[src/rtl/w_word_loader.sv]
// SPI-mode-0 slave that validates 16-bit command frames and loads switch word W; W updates SYNC_STAGES+3 clk after cs_n rises.
// No backpressure: decoderDone gates the W update and w_reset strobe, and frames arriving meanwhile overwrite the single pending slot.
module w_word_loader #(
   parameter int W_WIDTH       = 13,
   parameter int MAX_W         = 6479,
   parameter int STROBE_CYCLES = 2,
   parameter int SYNC_STAGES   = 2
) (
   input  logic               clk,
   input  logic               reset,
   input  logic               sck,
   input  logic               cs_n,
   input  logic               mosi,
   output logic               miso,
   input  logic               decoderDone,
   output logic [W_WIDTH-1:0] W,
   output logic               w_reset,
   output logic [3:0]         err
);

   localparam int SCW = $clog2(STROBE_CYCLES + 1);
   localparam logic [W_WIDTH-1:0] MAX_V = W_WIDTH'(MAX_W);

   typedef enum logic [2:0] {
      ST_IDLE,
      ST_SHIFT,
      ST_CHECK,
      ST_WAIT,
      ST_STROBE
   } state_t;

   state_t state, state_nxt, rx_nxt;

   logic [SYNC_STAGES-1:0] sck_sync, cs_sync, mosi_sync;
   logic                   sck_q, cs_q;
   logic                   sck_s, cs_s, mosi_s;
   logic                   sck_rise, sck_fall, cs_rise, cs_fall;

   logic        rx_on, chk;
   logic [4:0]  bit_cnt;
   logic [15:0] rx_sh, tx_sh, tx_load;

   logic [W_WIDTH-1:0] pend_dat;
   logic               pend_vld;
   logic [SCW-1:0]     s_cnt, boot_cnt;
   logic               consume;

   logic [2:0]         f_cmd;
   logic [W_WIDTH-1:0] f_val;
   logic               len_ok, is_wr, is_nop, is_clr;
   logic               len_set, cmd_set, rng_set, ovr_set, wr_ok, clr;
   logic [3:0]         err_nxt;

   assign sck_s  = sck_sync[SYNC_STAGES-1];
   assign cs_s   = cs_sync[SYNC_STAGES-1];
   assign mosi_s = mosi_sync[SYNC_STAGES-1];

   assign sck_rise = sck_s & ~sck_q;
   assign sck_fall = ~sck_s & sck_q;
   assign cs_rise  = cs_s & ~cs_q;
   assign cs_fall  = ~cs_s & cs_q;

   // cs chain resets low so that a pin already low at release is not taken as a new frame start
   always_ff @(posedge clk or negedge reset) begin
      if (!reset) begin
         sck_sync  <= '0;
         cs_sync   <= '0;
         mosi_sync <= '0;
         sck_q     <= 1'b0;
         cs_q      <= 1'b0;
      end else begin
         sck_sync[0]  <= sck;
         cs_sync[0]   <= cs_n;
         mosi_sync[0] <= mosi;
         for (int i = 1; i < SYNC_STAGES; i++) begin
            sck_sync[i]  <= sck_sync[i-1];
            cs_sync[i]   <= cs_sync[i-1];
            mosi_sync[i] <= mosi_sync[i-1];
         end
         sck_q <= sck_s;
         cs_q  <= cs_s;
      end
   end

   assign tx_load = {3'b101, W};

   // Receive/transmit path runs in every state, so it also acts as the shadow receiver
   always_ff @(posedge clk or negedge reset) begin
      if (!reset) begin
         rx_on   <= 1'b0;
         chk     <= 1'b0;
         bit_cnt <= '0;
         rx_sh   <= '0;
         tx_sh   <= '0;
         miso    <= 1'b0;
      end else begin
         chk <= cs_rise & rx_on;
         if (cs_fall) begin
            rx_on   <= 1'b1;
            bit_cnt <= '0;
            miso    <= tx_load[15];
            tx_sh   <= {tx_load[14:0], 1'b0};
         end else if (cs_rise) begin
            rx_on <= 1'b0;
            miso  <= 1'b0;
         end else if (rx_on) begin
            if (sck_rise) begin
               rx_sh <= {rx_sh[14:0], mosi_s};
               if (bit_cnt != 5'd17)
                  bit_cnt <= bit_cnt + 5'd1;
            end
            if (sck_fall) begin
               miso  <= tx_sh[15];
               tx_sh <= {tx_sh[14:0], 1'b0};
            end
         end
      end
   end

   assign f_cmd   = rx_sh[15:13];
   assign f_val   = rx_sh[W_WIDTH-1:0];
   assign len_ok  = (bit_cnt == 5'd16);
   assign is_wr   = (f_cmd == 3'b001);
   assign is_nop  = (f_cmd == 3'b010);
   assign is_clr  = (f_cmd == 3'b111);

   assign len_set = chk & ~len_ok;
   assign cmd_set = chk & len_ok & ~(is_wr | is_nop | is_clr);
   assign rng_set = chk & len_ok & is_wr & (f_val > MAX_V);
   assign wr_ok   = chk & len_ok & is_wr & (f_val <= MAX_V);
   assign clr     = chk & len_ok & is_clr;
   assign ovr_set = wr_ok & pend_vld & ~consume;
   assign err_nxt = (clr ? 4'b0000 : err) | {ovr_set, rng_set, cmd_set, len_set};

   always_comb begin
      rx_nxt = ST_IDLE;
      if (wr_ok)
         rx_nxt = ST_WAIT;
      else if (cs_rise && rx_on)
         rx_nxt = ST_CHECK;
      else if (cs_fall || rx_on)
         rx_nxt = ST_SHIFT;
   end

   always_comb begin
      state_nxt = state;
      consume   = 1'b0;
      case (state)
         ST_IDLE, ST_SHIFT, ST_CHECK: state_nxt = rx_nxt;
         ST_WAIT: begin
            if (decoderDone) begin
               state_nxt = ST_STROBE;
               consume   = 1'b1;
            end
         end
         ST_STROBE: begin
            if (s_cnt == SCW'(STROBE_CYCLES - 1))
               state_nxt = pend_vld ? ST_WAIT : rx_nxt;
         end
         default: state_nxt = ST_IDLE;
      endcase
   end

   // boot_cnt stretches w_reset for STROBE_CYCLES cycles after reset release
   always_ff @(posedge clk or negedge reset) begin
      if (!reset) begin
         state    <= ST_IDLE;
         W        <= '0;
         w_reset  <= 1'b1;
         err      <= '0;
         pend_vld <= 1'b0;
         pend_dat <= '0;
         s_cnt    <= '0;
         boot_cnt <= SCW'(STROBE_CYCLES);
      end else begin
         state   <= state_nxt;
         w_reset <= (state_nxt == ST_STROBE) || (boot_cnt > SCW'(1));
         if (boot_cnt != '0)
            boot_cnt <= boot_cnt - SCW'(1);
         s_cnt <= (state == ST_STROBE) ? s_cnt + SCW'(1) : '0;
         if (consume)
            W <= pend_dat;
         if (wr_ok) begin
            pend_dat <= f_val;
            pend_vld <= 1'b1;
         end else if (consume) begin
            pend_vld <= 1'b0;
         end
         err <= err_nxt;
      end
   end

endmodule
[config.mk]
export PLATFORM = sky130hd
export DESIGN_NAME = w_word_loader
export DESIGN_NICKNAME = d
export VERILOG_FILES = /design/src/rtl/w_word_loader.sv
export SDC_FILE = /design/constraint.sdc
export NUM_CORES = 1
export LEC_CHECK = 0
export ABC_AREA = 1
export CORE_ASPECT_RATIO = 0.9
export CORE_MARGIN = 10
export CORE_UTILIZATION = 45
export CTS_BUF_LIST = sky130_fd_sc_hd__clkbuf_4 sky130_fd_sc_hd__clkbuf_8
export CTS_CLUSTER_SIZE = 24
export DETAILED_ROUTE_END_ITERATION = 12
export HOLD_SLACK_MARGIN = 0.1
export PLACE_DENSITY = 0.73
export SLEW_MARGIN = 0
export SYNTH_ARGS = -nofsm -noshare
export SYNTH_HDL_FRONTEND = slang
export SYNTH_SLANG_ARGS = --single-unit
[constraint.sdc]
create_clock -name clk -period 4.42 [get_ports clk]
set_clock_uncertainty 0.2 [all_clocks]
set_input_delay 0.442 -clock clk [delete_from_list [all_inputs] [get_ports clk]]
set_output_delay 0.442 -clock clk [all_outputs]
set_load 0.01 [all_outputs]
Word-level counts from Yosys, hierarchy flattened
Index checks and enable logic that the tools add are counted.
Word-level totals
  bits in registers: 87
  input port bits: 6
  word-level logic and storage cells: 109
Operators by class
  add/subtract/negate cells: 3
  $lt $le $gt $ge: 3
  eq/ne operators: 12
  mux-type cells: 28
  bitwise gates (word level): 26
  reductions and logical operators: 18
Operators with widths (number)
  $mux W16: 4
  $mux W5: 5
  $and A1 B1 Y1: 14
  $reduce_bool A2 Y1: 7
  $gt A13 B13 Y1 const B: 1
  $le A13 B13 Y1 const B: 1
  $mux W1: 11
  $eq A3 B2 Y1 const B: 3
  $eq A3 B3 Y1 const B: 3
  $mux W3: 3
  $not A1 Y1: 9
  $pmux W3 S3: 1
  $reduce_and A4 Y1: 2
  $eq A3 B1 Y1 const B: 2
  $mux W2: 3
  $reduce_bool A3 Y1: 2
  $add A5 B1 Y5 const B: 1
  $eq A5 B5 Y1 const B: 1
  $ne A5 B5 Y1 const B: 1
  $mux W4: 1
  $or A4 B4 Y4: 1
  $logic_not A3 Y1: 1
  $reduce_and A3 Y1: 1
  $reduce_or A3 Y1: 1
  other kinds (9): 11

Logic depth before layout (Yosys ltp)
Gate-level depths: netlist (run 1).
  word-level depth: 11
  gate-level depth with buffers: 10

Least setup slack after synthesis (run 1)
Ideal clock, no wire load.
  path kind: flip-flop to flip-flop
  from: register cs_sync[1]
  to: register tx_sh[14]
  arrival: 1.343 ns
  data required time: 4.087 ns
  slack: 2.745 ns
  stages on the path, launching flop included: 10
  cell sequence: dfrtp_1 -> inv_1 -> ha_1 -> nor2_1 -> nor2_2 -> inv_2 -> a21oi_2 -> buf_6 -> buf_8 -> a31oi_1
On the way
  longest elaborated chain between the ends: 4
  elaborated cells between the ends (all ways): 8
  classes of those cells: eq/ne: 1; mux: 1; bitwise: 3; reduce/logical: 3
RTL lines
  from (decl): RTL line 34  | logic [SYNC_STAGES-1:0] sck_sync, cs_sync, mosi_sync;
  from (signal, indexed assignment): RTL line 77  | cs_sync[i] <= cs_sync[i-1];
  $not A1 Y1 *: RTL line 61  | assign cs_fall = ~cs_s & cs_q;
  $and A1 B1 Y1 *: RTL line 61
  named net cs_fall: RTL line 37  | logic sck_rise, sck_fall, cs_rise, cs_fall;
  $ne A2 B1 Y1 (no line) / $reduce_bool A2 Y1 (equally long branches)
  $reduce_and A3 Y1 (no line)
  to (signal assigned): RTL line 102  | tx_sh <= {tx_load[14:0], 1'b0};
  to (signal assigned): RTL line 114  | tx_sh <= {tx_sh[14:0], 1'b0};
  to (decl): RTL line 41  | logic [15:0] rx_sh, tx_sh, tx_load;
Mark *: on every way through the listed nets, which the timed path passes. The rest lies on a longest branch.
A chain may end at the register's enable or synchronous reset.

Worst setup path in the final report (run 1)
  from: register cs_sync[1]
  to: register tx_sh[5]
Same word-level chain as after synthesis.

==> results by group, run 1 <==
Clock tree
  • CTS resizes: 0
  • TritonCTS Buffers: 9
  • Htree depth: 3
  • CTS tree: yes
  • Clk_lat worst skew: 0.35 ns
  • Reg clk slew, reported paths: roughly 0.080 ns
  • Hold_buf cts: 0
  • Clock Path Buffers: 2
  • Root Buffer: clkbuf_8
  • Postcts setup bufs: 0
  • Clock sink count: 86

Global routing
  • Total GRT Usage: 0.113
  • Vias in the first global route: between 2k and 2.5k
  • Congestion Overflow GR: 0
  • Largest net degree at the start of global routing: 87
  • Initial antenna violation count: 0
  • First-pass GRT wire length: 11200 microns

Run
  • Max Cap Viol: 0

Worst hold path
  • Worst Hold Class: in2async

Route
  • WL/cell: around 13 microns
  • Initial drt markers: 108
  • Remaining antenna violation count: 0
  • # DRC: 0
  • Vias per cell: 4.89
  • Total Routed Length: 6380 microns
  • DRT Pass-1 Iters: 4
  • Vias post-DR: 2490

Yosys
  • Synth cell count leaders: nand2_1 (108), dfrtp_1 (84), inv_1 (52)
  • Ys Warns: 0
  • Sequential fraction of the synthesis area: 0.595
  • Synth top area cells: dfrtp_1 (58%), nand2_1 (11%), o21ai_0 (5.5%)
  • Syn Nets: 400
  • EDFF count, synth: 0
  • Synthesized flop and latch total: 86
  • Most used DFF post-synth: dfrtp_1
  • Asr flop ratio synth: 1.00
  • Synthesized area per cell: 9.38 sq um
  • Post-Syn Area: about 3600 sq um
  • Post-synth cell types: 30
  • Top cell type's share of synthesized area: 0.581
  • Most frequent cell after synthesis: nand2_1
  • Post-synth top area cell: dfrtp_1
  • Syn Inst Count: approximately 390

Finish
  • Number of diodes: 0
  • Fin nets: 423
  • Fill cells: 679
  • Fin cells: 509
  • Layout area overhead: 12.8%
  • Layout cells sized above 1: 0.0872

Placement
  • DP Cell Count: around 490
  • Port buffer count: 24
  • Placer Congestion: 0.804
  • DP Worst Slack: ~1.4 ns
  • HPWL after detailed placement: 4310 microns

Floorplan
  • DIE WIDTH: 115 microns
  • Die Area: 12000 sq um
  • Row Count: 30
  • Initial Utilization: 0.471
  • I/O pin count: 25
  • Chip height: around 110 microns
  • Placeable core area: between 7000 and 8000 sq um

Setup path
  • Worst path cell trace: inv_1, ha_1, inv_1, a21oi_2, o211ai_1, o21ai_0
  • Cell mode on critical path: inv_1
  • Crit start category: flip-flop
  • Critical Path Fanout Max: 33
  • Crit path max-delay cell type: a21oi_2
  • Largest stage delay, worst path: 1.12 ns
  • Setup CP Type: reg2reg
  • Setup crit end kind: flip-flop
  • CP required: 4.48 ns
  • Worst Path Arrival: between 3 and 4 ns

Timing
  • RSZ-0062 raised after global routing: false
  • Worst hold slack: ~0.054 ns
  • Slew headroom: 0.197
  • Maximum clock rate: 335 MHz
  • Max Slew Vio Count: 0
  • Worst Slack Setup Final: around 1.4 ns
  • Final hold vios: 0
  • Setup TNS: 0 ns
  • Period Utilization, post-route: 0.675
  • Worst-margin pin slew: 1.21 ns
  • Fin crit period: 2.98 ns
  • Setup Viol. Count Final: 0

Power
  • Power Dens Cells: 393 nW/um^2
  • Tot Pwr: 1610 uW
  • Pleak: 0.00195 uW
  • Peak supply drop: 0.151 mV

Outcome
  • Status: completed
## routing by layer
metal | track usage | wire (microns) | up-vias
met2 | 0.165 | 2970 | 30
li1 | - | - | 1267
met4 | 0.0447 | 61 | 0
met1 | 0.151 | 3040 | 1189
met5 | 0 | 0 | -
met3 | 0.0366 | 303 | 4
## state kept, by name (all words and copies together), names as in the netlist, 2 cells and up
| signal | flops |
|---|---|
| sck_sync | 2 |
| bit_cnt | 5 |
| cs_sync | 2 |
| boot_cnt | 2 |
| tx_sh | 15 |
| mosi_sync | 2 |
| s_cnt | 2 |
| pend_dat | 13 |
| rx_sh | 16 |
| state | 3 |
| W | 13 |
| err | 4 |
## final timing paths
check	start	end	slack, ns	cells after the start
hold / removal	reset	tx_sh[9]	0.05	1
hold reg to reg	sck_sync[0]	sck_sync[1]	0.15	0
setup / recovery	cs_sync[1]	tx_sh[5]	1.44	6
min in group clk	sck_sync[0]	sck_sync[1]	0.15	0
setup reg to reg	cs_sync[1]	tx_sh[5]	1.44	6
max in group asynchronous	reset	bit_cnt[1]	3.28	1
## logic make-up after synthesis
group,count (synthesis),synth area share
adder cells (fa/ha/maj),8,0.0276
XOR/XNOR,4,0.00968
AO/OA/AOI/OAI,79,0.131
flip-flops,86,0.595
AND/OR/NAND/NOR,142,0.159
buffers and inverters,67,0.0777
## cell usage in the layout, fill, tap and decap left out, types with 4 or more instances in the layout
cell type	n
inv_1	52
o21ai_1	17
dfrtp_1	84
o211ai_1	8
o21ai_0	40
ha_1	8
clkdlybuf4s50_1	23
o21ai_2	4
o211ai_2	4
clkbuf_8	11
nor2_1	12
nand3_1	15
nand2_1	108
## stage by stage
step / utilization / area [sq um]
2_1_floorplan: - / 3620
3_3_place_gp: 0.508 / 3910
3_5_place_dp: 0.508 / 3910
4_1_cts: 0.531 / 4090
5_1_grt: 0.531 / 4090
6_report: 0.531 / 4090
## area by class of cell
| type | instances | area [sq um] | share of cell area |
|---|---|---|---|
| clock inverters | 4 | 22.5 | 0.00551 |
| well taps | 96 | 120 | 0.0294 |
| clock buffers | 11 | 151 | 0.0371 |
| multi-input cells | 233 | 1180 | 0.290 |
| repair buffers | 26 | 253 | 0.0619 |
| flip-flops and latches | 86 | 2150 | 0.527 |
| inverters | 53 | 199 | 0.0487 |
## power breakdown
part	leakage, uW	internal, uW	switching [uW]
Clock	0.0000910	229	261
Sequential	0.00114	867	42.1
Combinational	0.000723	79.5	128
Total	0.00195	1170	431
## worst max-delay path, delay by kind of cell, from the launching register on
family | cells | cell delay (ns)
flip-flops | 1 | 0.40
AO/OA/AOI/OAI | 3 | 1.45
buffers and inverters | 2 | 0.55
adder cells (fa/ha/maj) | 1 | 0.28
(Power assumes the default switching activity.)
==> run 2, diff against run 1 <==
clock period = 2.8 ns   (was 4.42 ns; I/O delays follow)
==> results by group, run 2 (synthesis gave the netlist of run 1 again) <==
Setup path
  • Setup crit end kind: flip-flop
  • Setup CP Type: reg2reg
  • Crit start category: flip-flop
  • Crit path max-delay cell type: nand2_1
  • Largest stage delay, worst path: between 0.5 and 0.6 ns
  • WP depth: 7
  • Cell family with most CP delay: simple AND/OR/NAND/NOR gates
  • CP required: 2.80 ns
  • CP bufs+invs: 1
  • Worst path cell trace: inv_1, ha_1, nand4_2, nor2_1, nand2_1, nand2_1, o21ai_1
  • Critical Path Fanout Max: 30
  • Worst Path Arrival: 2.18 ns
  • Cell depth of the worst flop-to-flop path: 7
  • R2R Setup Slk: 0.62 ns
  • Cell mode on critical path: nand2_1

Finish
  • Layout area overhead: 13.6%
  • Post-layout util: 0.534
  • Multi-input gate area: approximately 1200 sq um
  • Fin cells: 512
  • Fill cells: between 600 and 700
  • Most frequent cells in the layout: nand2_1 (108), dfrtp_1 (84), inv_1 (52)
  • Fin nets: 425
  • Storage cell area: 2150 sq um
  • Max reg flops: 16
  • Most flops, register: rx_sh
  • Most common cell after layout, fill and taps aside: nand2_1
  • Number of diodes: 0
  • Layout cells sized above 1: 0.0913
  • Regs by FF count: rx_sh (16), tx_sh (15)

Route
  • Remaining antenna violation count: 0
  • Vias post-DR: approximately 2.5k
  • WL/cell: 12.9 microns
  • DRT Pass-1 Iters: 5
  • Vias per cell: 4.86
  • Initial drt markers: 128
  • Total Routed Length: 6590 microns
  • # DRC: 0

Power
  • Pleak: 0.00196 uW
  • Switching share of power: 0.280
  • Power Dens Cells: 623 nW/um^2
  • Combinational cell fraction of total power: 0.131
  • Peak supply drop: 0.278 mV
  • Cell-internal power: 1840 uW
  • Clock power frac: 0.311
  • P_sw: 719 uW
  • Sequential share of power: 0.558

Floorplan
  • Die Area: roughly 12000 sq um
  • DIE WIDTH: 115 microns
  • Row Count: 30
  • I/O pin count: 25
  • Initial Utilization: 0.471
  • Placeable core area: 7690 sq um
  • Chip height: 105 microns

Global routing
  • Largest net degree at the start of global routing: 87
  • Vias in the first global route: 2430
  • Total GRT Usage: 0.115
  • Congestion Overflow GR: 0
  • Initial antenna violation count: 0
  • First-pass GRT wire length: 11400 microns

Clock tree
  • CTS tree: yes
  • Clk_lat worst skew: 0.35 ns
  • TritonCTS Buffers: 9
  • Htree depth: 3
  • Clock sink count: 86
  • Reg clk slew, reported paths: ~0.080 ns
  • Clock Path Buffers: 2
  • Root Buffer: clkbuf_8
  • CTS resizes: 0

Outcome
  • Status: completed

Timing
  • Worst hold slack: about 0.15 ns
  • Setup TNS: 0 ns
  • Setup Viol. Count Final: 0
  • Slew headroom: 0.299
  • Maximum clock rate: around 460 MHz
  • Worst-margin pin slew: 1.05 ns
  • Max Slew Vio Count: 0
  • Fin crit period: 2.18 ns
  • RSZ-0062 raised after global routing: false
  • Period Utilization, post-route: 0.779
  • Final hold vios: 0

Run
  • Max Cap Viol: 0

Worst hold path
  • Hold depth: 0
  • Worst Hold Class: reg2reg

Placement
  • Placer Congestion: 0.776
  • HPWL after detailed placement: between 4000 and 5000 microns
  • DP Cell Count: between 400 and 500
  • Port buffer count: 24
-- run 2: cell types whose count changed in the layout (fill, tap and decap cells not counted), sizes merged --
cell	delta
buf	+1
clkbuf	-1
clkinvlp	+1
dlygate4sd3	+1
inv	+1
-- run 2: worst paths after layout --
kind	startpoint	to
setup / recovery	bit_cnt[0]	pend_dat[0]
hold / removal	mosi_sync[0]	mosi_sync[1]
setup reg to reg	bit_cnt[0]	pend_dat[0]
hold reg to reg	mosi_sync[0]	mosi_sync[1]
max in group asynchronous	reset	bit_cnt[0]
min in group asynchronous	reset	tx_sh[6]
-- run 2: area by class of cell --
cell class	instances	area share
inverters	53	0.0484
flip-flops and latches	86	0.524
multi-input cells	233	0.288
well taps	96	0.0292
clock buffers	10	0.0335
clock inverters	6	0.0113
repair buffers	28	0.0657
-- run 2: routing by layer --
layer  wire, microns  track usage  up-vias
met4             112       0.0528        0
li1                -            -     1275
met3             301       0.0343        9
met1            3220        0.150     1162
met2            2960        0.170       44
met5               0            0        -
-- run 2: power groups by stage --
| stage | registers, uW | logic [uW] | clock network [uW] |
|---|---|---|---|
| finish | 1430 | 336 | 796 |
| global route | 1450 | 392 | 885 |
| CTS | 1430 | 342 | 825 |
| detailed placement | 1460 | 338 | 0 |
| global placement | 1450 | 322 | 0 |
| floorplan | 1450 | 242 | 0 |
-- run 2: stage by stage --
| stage | power, uW | worst slack [ns] | area (sq um) |
|---|---|---|---|
| CTS | 2600 | 0.590 | 4110 |
| global route | 2730 | 0.328 | 4110 |
| finish | 2560 | 0.618 | 4110 |
| detailed placement | 1800 | 0.618 | 3920 |
| global placement | 1780 | 0.729 | 3920 |
| floorplan | 1690 | 1.12 | 3620 |
-- run 2: repair_timing --
action                                 in CTS  in global routing
hold buffers                                1                  0
endpoints found under the hold margin      84                  0
buffers inserted                            0                  0
==> run 3, diff against run 2 <==
PLACE_DENSITY = 0.75   (was 0.73)
clock period = 1.9 ns   (was 2.8 ns; I/O delays follow)
==> results by group, run 3 (synthesis gave the netlist of run 1 again) <==
Finish
  • Most flops, register: rx_sh
  • Number of diodes: 0
  • Max reg flops: 16
  • Post-layout util: 0.559
  • Fin nets: 436
  • Most frequent cells in the layout: nand2_1 (108), dfrtp_1 (84), inv_1 (51)
  • Regs by FF count: rx_sh (16), tx_sh (15)
  • Layout area overhead: 18.7%
  • Most common cell after layout, fill and taps aside: nand2_1
  • Layout cells sized above 1: 0.112

Power
  • Pleak: roughly 0.0020 uW
  • P_sw: 1020 uW
  • Clock power frac: 0.321
  • Peak supply drop: around 0.38 mV
  • Cell-internal power: 2880 uW
  • Sequential share of power: 0.543
  • Power Dens Cells: 906 nW/um^2
  • Switching share of power: 0.261
  • Combinational cell fraction of total power: 0.137

Clock tree
  • CTS tree: yes
  • Htree depth: 3
  • TritonCTS Buffers: 9
  • Reg clk slew, reported paths: about 0.080 ns
  • Root Buffer: clkbuf_8
  • Clock Path Buffers: 2
  • Postcts setup bufs: 0
  • Clk_lat worst skew: 0.35 ns
  • Clock sink count: between 80 and 90

Setup path
  • Worst Setup SP: w_reset
  • Setup crit end kind: output pin
  • CP required: between 1.5 and 2 ns
  • Worst path cell trace: clkdlybuf4s50_1
  • Critical Path Fanout Max: 1
  • RR Startpoint: cs_sync[1]
  • CP bufs+invs: 1
  • Setup CP Type: reg2out
  • Crit start category: flip-flop
  • Worst Path Arrival: between 1 and 1.5 ns
  • Largest stage delay, worst path: 0.53 ns
  • Cell family with most CP delay: buffers and inverters
  • Crit path max-delay cell type: clkdlybuf4s50_1

Route
  • # DRC: 0
  • DRT Pass-1 Iters: 4
  • Vias per cell: 4.83
  • Total Routed Length: between 6000 and 7000 microns
  • Vias post-DR: 2528
  • Remaining antenna violation count: 0
  • WL/cell: ~13 microns
  • Initial drt markers: 79

Placement
  • Placer Congestion: 0.815
  • Port buffer count: 24
  • HPWL after detailed placement: 4710 microns

Global routing
  • Largest net degree at the start of global routing: 40
  • Vias in the first global route: ~2.4k
  • Initial antenna violation count: 0
  • First-pass GRT wire length: between 10000 and 15000 microns
  • Congestion Overflow GR: 0
  • Total GRT Usage: 0.117

Floorplan
  • Chip height: 105 microns
  • Placeable core area: 7690 sq um
  • Initial Utilization: 0.471
  • DIE WIDTH: 115 microns
  • Die Area: 12000 sq um
  • I/O pin count: 25
  • Row Count: 30

Timing
  • Slew headroom: 0.724
  • Worst-margin pin slew: 0.414 ns
  • Period Utilization, post-route: 0.942
  • Setup Viol. Count Final: 0
  • Fin crit period: roughly 1.8 ns
  • Max Slew Vio Count: 0
  • Maximum clock rate: 559 MHz
  • Worst hold slack: 0.117 ns
  • Final hold vios: 0
  • Setup TNS: 0 ns

Run
  • Max Cap Viol: 0

Worst hold path
  • Worst Hold Class: in2async

Outcome
  • Status: completed
==> run 3: final cells by class <==
cell class,count,area (sq um)
fill,658,3400
sequential,86,2150
multi-input combinational,233,1200
timing repair buffer,39,428
inverter,53,199
clock buffer,12,146
tap,96,120
clock inverter,4,47.5
==> run 3: what timing repair did <==
| action | CTS | global route |
|---|---|---|
| resized for setup | 0 | 4 |
| endpoints found under the setup margin | 0 | 12 |
| hold buffers | 4 | 0 |
| endpoints found under the hold margin | 89 | 0 |
==> run 3: worst paths after layout <==
check / slack [ns] / depth (start not counted) / endpoint
max in group asynchronous: 0.80 / 3 / pend_dat[5]
setup reg to reg: 0.13 / 9 / tx_sh[9]
hold / removal: 0.12 / 2 / sck_q
hold reg to reg: 0.15 / 0 / mosi_sync[1]
min in group clk: 0.15 / 0 / mosi_sync[1]
setup / recovery: 0.11 / 1 / w_reset
==> run 3: through the flow <==
stage | std cells | worst slack [ns] | area, sq um | power, uW
after CTS | 522 | 0.0802 | 4260 | 3930
after floorplan | 386 | 0.225 | 3620 | 2490
after detailed placement | 502 | 0.115 | 4020 | 2660
final | 523 | 0.110 | 4300 | 3890
after global routing | 523 | -0.000135 | 4300 | 4110
after global placement | 502 | 0.201 | 4020 | 2640
==> run 3: power groups by stage <==
stage	combinational (uW)	sequential [uW]	clock [uW]
6_report	533	2110	1250
3_3_place_gp	495	2140	0
5_1_grt	625	2140	1350
3_5_place_dp	515	2150	0
4_1_cts	527	2110	1290
2_1_floorplan	357	2130	0
==> run 3: per-layer routing <==
| layer | GRT usage | up-vias | part of all wire |
|---|---|---|---|
| li1 | - | 1299 | - |
| met1 | 0.148 | 1194 | 0.48 |
| met2 | 0.179 | 26 | 0.47 |
| met3 | 0.0440 | 9 | 0.043 |
| met4 | 0.0376 | 0 | 0.011 |
| met5 | 0 | - | 0 |
